--- src/rtl/beep_pkg.sv ---
// Shared types and width helpers for the beep note player family.
// Shared by the top-level player and its sequential divider.
package beep_pkg;

    typedef enum logic [1:0] {
        IDLE,
        DIV,
        PLAY,
        GAP
    } state_t;

    // Clock ticks per millisecond for a given system clock.
    function automatic int ms_ticks(input int clk_hz);
        return clk_hz / 1000;
    endfunction

    // ceil(log2(value)), never less than 1 so it can size a register.
    function automatic int clog2_w(input longint value);
        int w;
        w = 0;
        while ((longint'(1) << w) < value) begin
            w++;
        end
        return (w < 1) ? 1 : w;
    endfunction

endpackage

--- src/rtl/beep_seq_div.sv ---
// Restoring divider: quotient of the fixed dividend CLK_HZ/2 by divisor,
// one quotient bit per clock, done after exactly CNT_W cycles.
module beep_seq_div
    import beep_pkg::*;
#(
    parameter int CLK_HZ = 50_000_000,
    parameter int FREQ_W = 11,
    parameter int CNT_W  = 26
) (
    input  logic              clk,
    input  logic              rst_n,
    input  logic              start,
    input  logic              clear,
    input  logic [FREQ_W-1:0] divisor,
    output logic              done,
    output logic [CNT_W-1:0]  quotient
);

    localparam logic [CNT_W-1:0] DIVIDEND = CNT_W'(CLK_HZ / 2);
    localparam int               IDX_W    = clog2_w(CNT_W);
    localparam logic [IDX_W-1:0] IDX_TOP  = IDX_W'(CNT_W - 1);

    logic              running;
    logic [FREQ_W-1:0] dsor;
    logic [FREQ_W-1:0] rem;
    logic [FREQ_W-1:0] rem_next;
    logic [CNT_W-2:0]  q;
    logic [IDX_W-1:0]  idx;
    logic [FREQ_W:0]   trial;
    logic              fits;

    // Remainder stays below the divisor, so FREQ_W bits always suffice.
    always_comb begin
        trial    = {rem, DIVIDEND[idx]};
        fits     = (trial >= {1'b0, dsor});
        rem_next = fits ? FREQ_W'(trial - {1'b0, dsor}) : trial[FREQ_W-1:0];
    end

    // The last bit is presented combinationally so the caller can consume
    // the quotient on the same edge that finishes the division.
    assign done     = running && (idx == '0);
    assign quotient = {q, fits};

    always_ff @(posedge clk or negedge rst_n) begin
        if (!rst_n) begin
            running <= 1'b0;
            dsor    <= '0;
            rem     <= '0;
            q       <= '0;
            idx     <= '0;
        end else if (clear) begin
            running <= 1'b0;
        end else if (start) begin
            running <= 1'b1;
            dsor    <= divisor;
            rem     <= '0;
            q       <= '0;
            idx     <= IDX_TOP;
        end else if (running) begin
            rem <= rem_next;
            q   <= quotient[CNT_W-2:0];
            idx <= idx - IDX_W'(1);
            if (idx == '0) begin
                running <= 1'b0;
            end
        end
    end

endmodule

--- src/rtl/beep_note_player.sv ---
// Note player: accepts (freq, duration) requests, divides down the clock to
// a half-period, plays a square wave for the duration, then a silent gap.
module beep_note_player
    import beep_pkg::*;
#(
    parameter int CLK_HZ = 50_000_000,
    parameter int FREQ_W = 11,
    parameter int DUR_W  = 12,
    parameter int CNT_W  = 26,
    parameter int GAP_MS = 10
) (
    input  logic              clk,
    input  logic              rst_n,
    input  logic              note_valid,
    output logic              note_ready,
    input  logic [FREQ_W-1:0] note_freq,
    input  logic [DUR_W-1:0]  note_dur_ms,
    input  logic              abort,
    output logic              melody,
    output logic              busy,
    output logic              note_done
);

    localparam int               MS_TICKS = ms_ticks(CLK_HZ);
    localparam int               PRE_W    = clog2_w(MS_TICKS);
    localparam logic [PRE_W-1:0] PRE_TOP  = PRE_W'(MS_TICKS - 1);
    localparam logic [DUR_W-1:0] GAP_TOP  = DUR_W'((GAP_MS > 0) ? GAP_MS - 1 : 0);

    state_t state;
    state_t state_next;

    logic              transfer;
    logic              div_done;
    logic [CNT_W-1:0]  div_q;
    logic [DUR_W-1:0]  dur_l;
    logic [CNT_W-1:0]  half_period;
    logic              silent;
    logic [CNT_W-1:0]  period_cnt;
    logic [PRE_W-1:0]  presc;
    logic [DUR_W-1:0]  ms_cnt;
    logic [DUR_W:0]    ms_cnt_inc;
    logic              ms_wrap;
    logic              per_wrap;
    logic              play_end;
    logic              gap_end;
    logic              stay;

    assign transfer = note_valid && note_ready;

    beep_seq_div #(
        .CLK_HZ (CLK_HZ),
        .FREQ_W (FREQ_W),
        .CNT_W  (CNT_W)
    ) u_div (
        .clk      (clk),
        .rst_n    (rst_n),
        .start    (transfer && (note_freq != '0)),
        .clear    (abort && (state == DIV)),
        .divisor  (note_freq),
        .done     (div_done),
        .quotient (div_q)
    );

    // A ms ends when the prescaler wraps; the note ends on the wrap that
    // brings the ms count up to the latched duration.
    assign ms_wrap    = (presc == PRE_TOP);
    assign ms_cnt_inc = {1'b0, ms_cnt} + (DUR_W + 1)'(1);
    assign play_end   = (dur_l == '0) || (ms_wrap && (ms_cnt_inc == {1'b0, dur_l}));
    assign gap_end    = ms_wrap && (ms_cnt == GAP_TOP);
    assign per_wrap   = (period_cnt == half_period - CNT_W'(1));
    assign stay       = (state_next == state) && ((state == PLAY) || (state == GAP));

    // NOTE: sequential state uses non-blocking assignments so every register
    // samples the pre-edge values of the others, independent of block order.
    always_ff @(posedge clk or negedge rst_n) begin
        if (!rst_n) begin
            state <= IDLE;
        end else begin
            state <= state_next;
        end
    end

    // NOTE: state_next gets its default first so no path leaves it unassigned,
    // which would otherwise infer a latch.
    always_comb begin
        state_next = state;
        if (abort && (state != IDLE)) begin
            state_next = IDLE;
        end else begin
            case (state)
                IDLE: if (transfer) state_next = (note_freq != '0) ? DIV : PLAY;
                DIV:  if (div_done) state_next = PLAY;
                PLAY: if (play_end) state_next = (GAP_MS > 0) ? GAP : IDLE;
                GAP:  if (gap_end)  state_next = IDLE;
                default:            state_next = IDLE;
            endcase
        end
    end

    always_comb begin
        note_ready = (state == IDLE);
        busy       = (state != IDLE);
    end

    always_ff @(posedge clk or negedge rst_n) begin
        if (!rst_n) begin
            dur_l       <= '0;
            half_period <= '0;
            silent      <= 1'b0;
            period_cnt  <= '0;
            presc       <= '0;
            ms_cnt      <= '0;
            melody      <= 1'b0;
            note_done   <= 1'b0;
        end else begin
            note_done <= (state == PLAY) && play_end && !abort;

            if (transfer) begin
                dur_l       <= note_dur_ms;
                silent      <= (note_freq == '0);
                half_period <= '0;
            end

            if ((state == DIV) && div_done && !abort) begin
                half_period <= div_q;
                silent      <= (div_q == '0);
            end

            // Counters restart on every state change so PLAY and GAP each
            // time themselves from their own entry edge.
            if (stay) begin
                presc      <= ms_wrap ? '0 : presc + PRE_W'(1);
                ms_cnt     <= ms_wrap ? ms_cnt + DUR_W'(1) : ms_cnt;
                period_cnt <= per_wrap ? '0 : period_cnt + CNT_W'(1);
            end else begin
                presc      <= '0;
                ms_cnt     <= '0;
                period_cnt <= '0;
            end

            if ((state == PLAY) && (state_next == PLAY)) begin
                melody <= melody ^ (per_wrap && !silent);
            end else begin
                melody <= 1'b0;
            end
        end
    end

endmodule

--- config.mk ---
export PLATFORM = sky130hd
export DESIGN_NAME = beep_note_player
export DESIGN_NICKNAME = d
export VERILOG_FILES = /design/src/rtl/beep_pkg.sv /design/src/rtl/beep_seq_div.sv /design/src/rtl/beep_note_player.sv
export SDC_FILE = /design/constraint.sdc
export NUM_CORES = 1
export LEC_CHECK = 0
export ABC_AREA = 1
export CAP_MARGIN = 10
export CORE_MARGIN = 3
export CORE_UTILIZATION = 62
export DETAILED_ROUTE_END_ITERATION = 8
export MAX_ROUTING_LAYER = met4
export PLACE_DENSITY = 0.82
export SYNTH_ARGS = -nofsm -noshare
export SYNTH_HDL_FRONTEND = slang
export SYNTH_SLANG_ARGS = --single-unit
--- constraint.sdc ---
create_clock -name clk -period 3.8 [get_ports clk]
set_input_delay 0.38 -clock clk [delete_from_list [all_inputs] [get_ports clk]]
set_output_delay 0.38 -clock clk [all_outputs]
set_load 0.005 [all_outputs]
Word level (Yosys, flattened, before mapping) --
Memory sizes are Yosys's and may differ from the RTL's. Index checks and enable logic that the tools add are counted. W data, S select, Z words.
Storage, ports and cells: output and inout bits 4, memory bits (read-only) 32, bits of input ports 27, word-level logic and storage cells 95, memories kept 1, register bits 150
Operators by class: add/sub/neg operators 7, $lt $le $gt $ge 2, muxes and demuxes 30, equality and inequality tests 10, reductions and logical operators 29, bitwise operators 2
Memory list:
- (no name shown) | depth 32, width 1, read ports 1, clocked after Yosys merged registers in 0, write ports 0, line beep_seq_div.sv:34 | trial = {rem, DIVIDEND[idx]};
Operators with widths (count):
- $mux W26 | 4
- $mux W25 | 2
- $mux W11 | 3
- $mux W16 | 2
- $add A26 B1 Y26 const B | 1
- $eq A26 B26 Y1 | 1
- $logic_not A26 Y1 | 1
- $sub A26 B1 Y26 const B | 1
- $mux W12 | 2
- $add A16 B1 Y16 const B | 1
- $eq A16 B16 Y1 const B | 1
- $logic_and A1 B1 Y1 | 14
- $add A12 B1 Y13 const B | 1
- $eq A13 B12 Y1 | 1
- $add A12 B1 Y12 const B | 1
- $eq A12 B4 Y1 const B | 1
- $ge A12 B11 Y1 | 1
- $logic_not A12 Y1 | 1
- $mux W2 | 6
- $logic_not A11 Y1 | 1
- $reduce_bool A11 Y1 | 1
- $sub A11 B11 Y11 | 1
- $mux W5 | 2
- $mux W1 | 8
- other kinds (15) | 22

Logic depth before layout (Yosys ltp) --
depth in word-level cells 10, gate-level depth with buffers 20

Hierarchy --
A second synthesis with hierarchy kept.
Unflattened totals: cells, all modules 1249, area, all modules 9306.4 um2
Modules (own cells, without submodules):
- beep_note_player | cells an instance 852, area an instance 6219.7 um2, times used 1
- beep_seq_div | cells an instance 397, area an instance 3086.7 um2, times used 1

Worst setup path before layout --
OpenSTA, ideal clock, no wires.
path type register to register, start reg u_div.idx[0], end reg u_div.rem[10], arrival time 2639 ps, data required time 3671 ps, setup time 129 ps, slack 1032 ps, cell stages (with the launch flop) 18, clock period less this slack 2768 ps, cell sequence dfrtp_1 ha_1 or2_2 o221ai_1 nand2_1 nand2_1 inv_1 ha_1 fa_1 nor2_1 nor2_1 inv_1 nand3_1 nand3_1 inv_1 clkbuf_1 o21ai_0 o21ai_0
Between the ends: cells in the longest elaborated chain, start to end 6, elaborated cells between the ends (all ways) 7, those cells by class add/sub: 1; order compare: 1; mux: 4; memory: 1
RTL lines:
- from (decl) | line beep_seq_div.sv:28 | logic [IDX_W-1:0] idx;
- from (signal assigned) | line beep_seq_div.sv:62 | idx <= idx - IDX_W'(1);
- $mem_v2 Z32 W1 *
- $mux W1 (not written as such) * | line beep_seq_div.sv:34
- $sub A11 B11 Y11 or $ge A12 B11 Y1 (tied branches) | line beep_seq_div.sv:36, beep_seq_div.sv:35
- $mux W11 * | line beep_seq_div.sv:36 | rem_next = fits ? FREQ_W'(trial - {1'b0, dsor}) : trial[FREQ_W-1:0];
- $mux W11 * | line beep_seq_div.sv:59 | end else if (running) begin
- $mux W11 * | line beep_seq_div.sv:53 | end else if (start) begin
- to (signal assigned) | line beep_seq_div.sv:60 | rem <= rem_next;
- to (decl) | line beep_seq_div.sv:25 | logic [FREQ_W-1:0] rem;
Mark *: on every way between the ends. The rest lies on a longest branch, timed or not. The select of a mux whose other input is x is not followed. A chain may end at the register's enable or synchronous reset.

Worst setup path after layout --
Same ends and word-level chain as after synthesis.

==> impl_metrics.yaml <==
power_and_ir_drop:
  seq_power_share_pct: 36.2
  peakVddDrop_mv: 0.492
  p_per_area_nw_per_um2: 553
  p_leak_nw: 4.79
  p_clk_share_pct: 30.9
  total_power_mw: 5.51
  combPwrFrac_pct: 32.8
  internal_power_mw: 3.46
  swShare_pct: 37.2
  power.switching_mw: 2.05
timing:
  max_freq_mhz: 308
  relSlewSlack_pct: 36.9
  rsz0062_at_grt: "false"
  finalHoldViolations: 0
  worst_pin_slew_ns: 0.946
  min_period_over_period_pct: 85.5
  fin_setup_tns_ns: 0
  drv_slew: 0
  finalSetupViolCount: 0
  min_period_ns: 3.25
  skew_ns: 0.00876
min_path:
  hp-class: "in -> async"
worst_setup_path:
  critPathArrivalTime_ns: 3.59
  slowest_delay_ns: 0.42
  slowest_stage: "dfrtp_1"
  cpMostUsedCell: "inv_1"
  reg2reg_depth: 17
  crit_required_ns: 4.14
  worstPathCellList: "ha_1, or2_2, o221ai_1, nand2_1, nand2_1, inv_1, ha_1, fa_1, nor2_1, nor2_1, inv_1, nand3_1, nand3_1, inv_1, a21oi_1, o21ai_0, o21ai_0"
  cp.buffers_inverters: 3
  crit_type: "reg -> reg"
  cp_max_fo: 14
  worst-path-stages: 17
  start_kind: "flop"
  reg2reg_to: "u_div.rem[10]"
  r2r-start: "u_div.idx[0]"
  cp-end-kind: "flop"
  critical_path.top_delay_family: "simple AND/OR/NAND/NOR gates"
  rrSetupSlack_ns: 0.55
drt:
  wirelength_um: 20300
  post_drt_wl_per_cell_um: 14.4
  vias_per_cell: 5.60
  ant_nets: 0
  drt_iter0_markers: 690
  first_pass_iters: 5
  vias: 7901
  drc: 0
clock_tree:
  clkTransAtPathRegs_ns: 0.06
  cts_sinks: 150
  cts_tree: "built"
  cts_made_buffers: 17
  clk_path_buf_depth: 2
  cts_hold_buffers: 0
  h-tree-depth: 4
  cts_resized: 0
  clock-root-buffer: "clkbuf_16"
  cts_setup_buffers: 0
  clk_latency_ns: 0.43
yosys:
  synth.avg_cell_area_um2: 7.51
  synth_top_area_share_pct: 41.9
  yosysSeqAreaShare_pct: 41.9
  syn_nets: 1244
  syn_inst: 1194
  ys_types: 40
  async_flop_share_pct: 100
  yosys-top-cells-area: "dfrtp_1 (42%), nand2_1 (12%), inv_1 (6.7%)"
  synth_seq_cells: 150
  syn_area_um2: 8960
  yosysTopAreaCell: "dfrtp_1"
  yosysWarnings: 0
  synth_flop_cell: "dfrtp_1"
  synth-edff-count: 0
grt:
  grt_pass1_vias: 7727
  grt_pass1_wl_um: 35600
  grt_max_degree: 106
  grt_usage_pct: 27.7
  antenna_found_initial: 0
  grt_overflow_total: 0
cells_and_area:
  most-common-layout-cells: "nand2_1 (279), inv_1 (161), dfrtp_1 (150)"
  layout.nets: 1267
  syn_to_final_growth_pct: 11.2
  layout_commonest_cell: "nand2_1"
  n_antenna_cell: 0
  final_util_pct: 71.3
  layout-drive-gt1-share_pct: 6.02
die:
  num_rows: 43
  core_area_um2: 14000
  die_h_um: 126
  die_w_um: 126
  dieArea_um2: 15900
  start_util_pct: 64.1
  ioPinCount: 31
placement:
  dp_hpwl_um: 14200
  io_buffers: 30
  globalplace.congestion: 0.957
run:
  maxCapViolCount: 0
outcome:
  status: "finished clean"
-- cell type report --
class	count	area (um^2)
sequential	150	3750
inverter	167	627
multi-input combinational	846	4410
clock buffer	20	447
tap	180	225
fill	1148	4020
clock inverter	12	144
timing repair buffer	35	364
-- sequential cells by signal, indices dropped and copies added, names as in the netlist, 2 cells and up --
register	flops
u_div.dsor	11
u_div.rem	11
half_period	26
state	2
u_div.q	25
dur_l	12
period_cnt	26
u_div.idx	5
presc	16
ms_cnt	12
-- power groups by stage --
stage,sequential [mW],combinational [mW],clock (mW)
floorplan,1.96,1.39,0
global placement,2.01,1.75,0
detailed placement,2.02,1.78,0
CTS,1.99,1.80,1.73
global route,2.02,2.07,1.81
finish,2.00,1.81,1.70
-- worst register-to-register path, cell delays in order (launching register included) --
cell	delay [ns]
dfrtp_1	0.42
ha_1	0.21
or2_2	0.30
o221ai_1	0.15
nand2_1	0.07
nand2_1	0.06
inv_1	0.05
ha_1	0.20
fa_1	0.40
nor2_1	0.12
nor2_1	0.08
inv_1	0.08
nand3_1	0.06
nand3_1	0.28
inv_1	0.29
a21oi_1	0.20
o21ai_0	0.09
o21ai_0	0.09
-- routing by layer --
metal / wire, um / GRT usage, % / up-vias
met2: 9800 / 43.9 / 214
met1: 9210 / 36.6 / 3690
met4: 399 / 8.83 / 0
li1: - / - / 3961
met3: 931 / 4.92 / 36
met5: 0 / - / -
-- per-stage QoR --
stage,std cells,hold WS (ns),setup slack (ns),instance area [um^2]
2_1_floorplan,1194,0.0844,1.03,8960
3_3_place_gp,1378,0.487,0.706,9380
3_5_place_dp,1378,0.497,0.566,9380
4_1_cts,1410,0.110,0.543,9970
5_1_grt,1410,0.127,0.254,9970
6_report,1410,0.0418,0.551,9970
-- Yosys cell counts, drive strengths merged, types with 3 or more instances --
master    n
nand2   284
inv     165
dfrtp   150
nor2    115
o21ai    88
nand3    87
a21oi    81
o22ai    35
xor2     34
nand4    26
ha       22
buf      21
nor3     19
xnor2    14
clkbuf   10
nand3b    8
nor4      8
or2       7
o21bai    5
o221ai    3
-- logic make-up (layout without fill, tap and decap cells) --
family | Yosys count | count (layout) | share of synthesized area, %
AOI/OAI and AO/OA | 217 | 217 | 13.3
xor gates and xnor gates | 50 | 50 | 5.22
adders and majority gates | 23 | 23 | 3.29
buffers and inverters | 198 | 234 | 8.92
DFF | 150 | 150 | 41.9
and+or+nand+nor | 556 | 556 | 27.3
-- worst max path at each step --
stage,startpoint,to,slack [ns]
final,u_div.idx[0],u_div.rem[10],0.55
after global routing,u_div.idx[0],u_div.rem[0],0.25
after CTS,u_div.idx[0],u_div.rem[10],0.54
after detailed placement,u_div.idx[0],u_div.rem[10],0.57
after global placement,u_div.idx[0],u_div.rem[5],0.71
after floorplan,u_div.idx[0],u_div.rem[10],1.03
No activity file was read; power rests on OpenSTA's default activity.
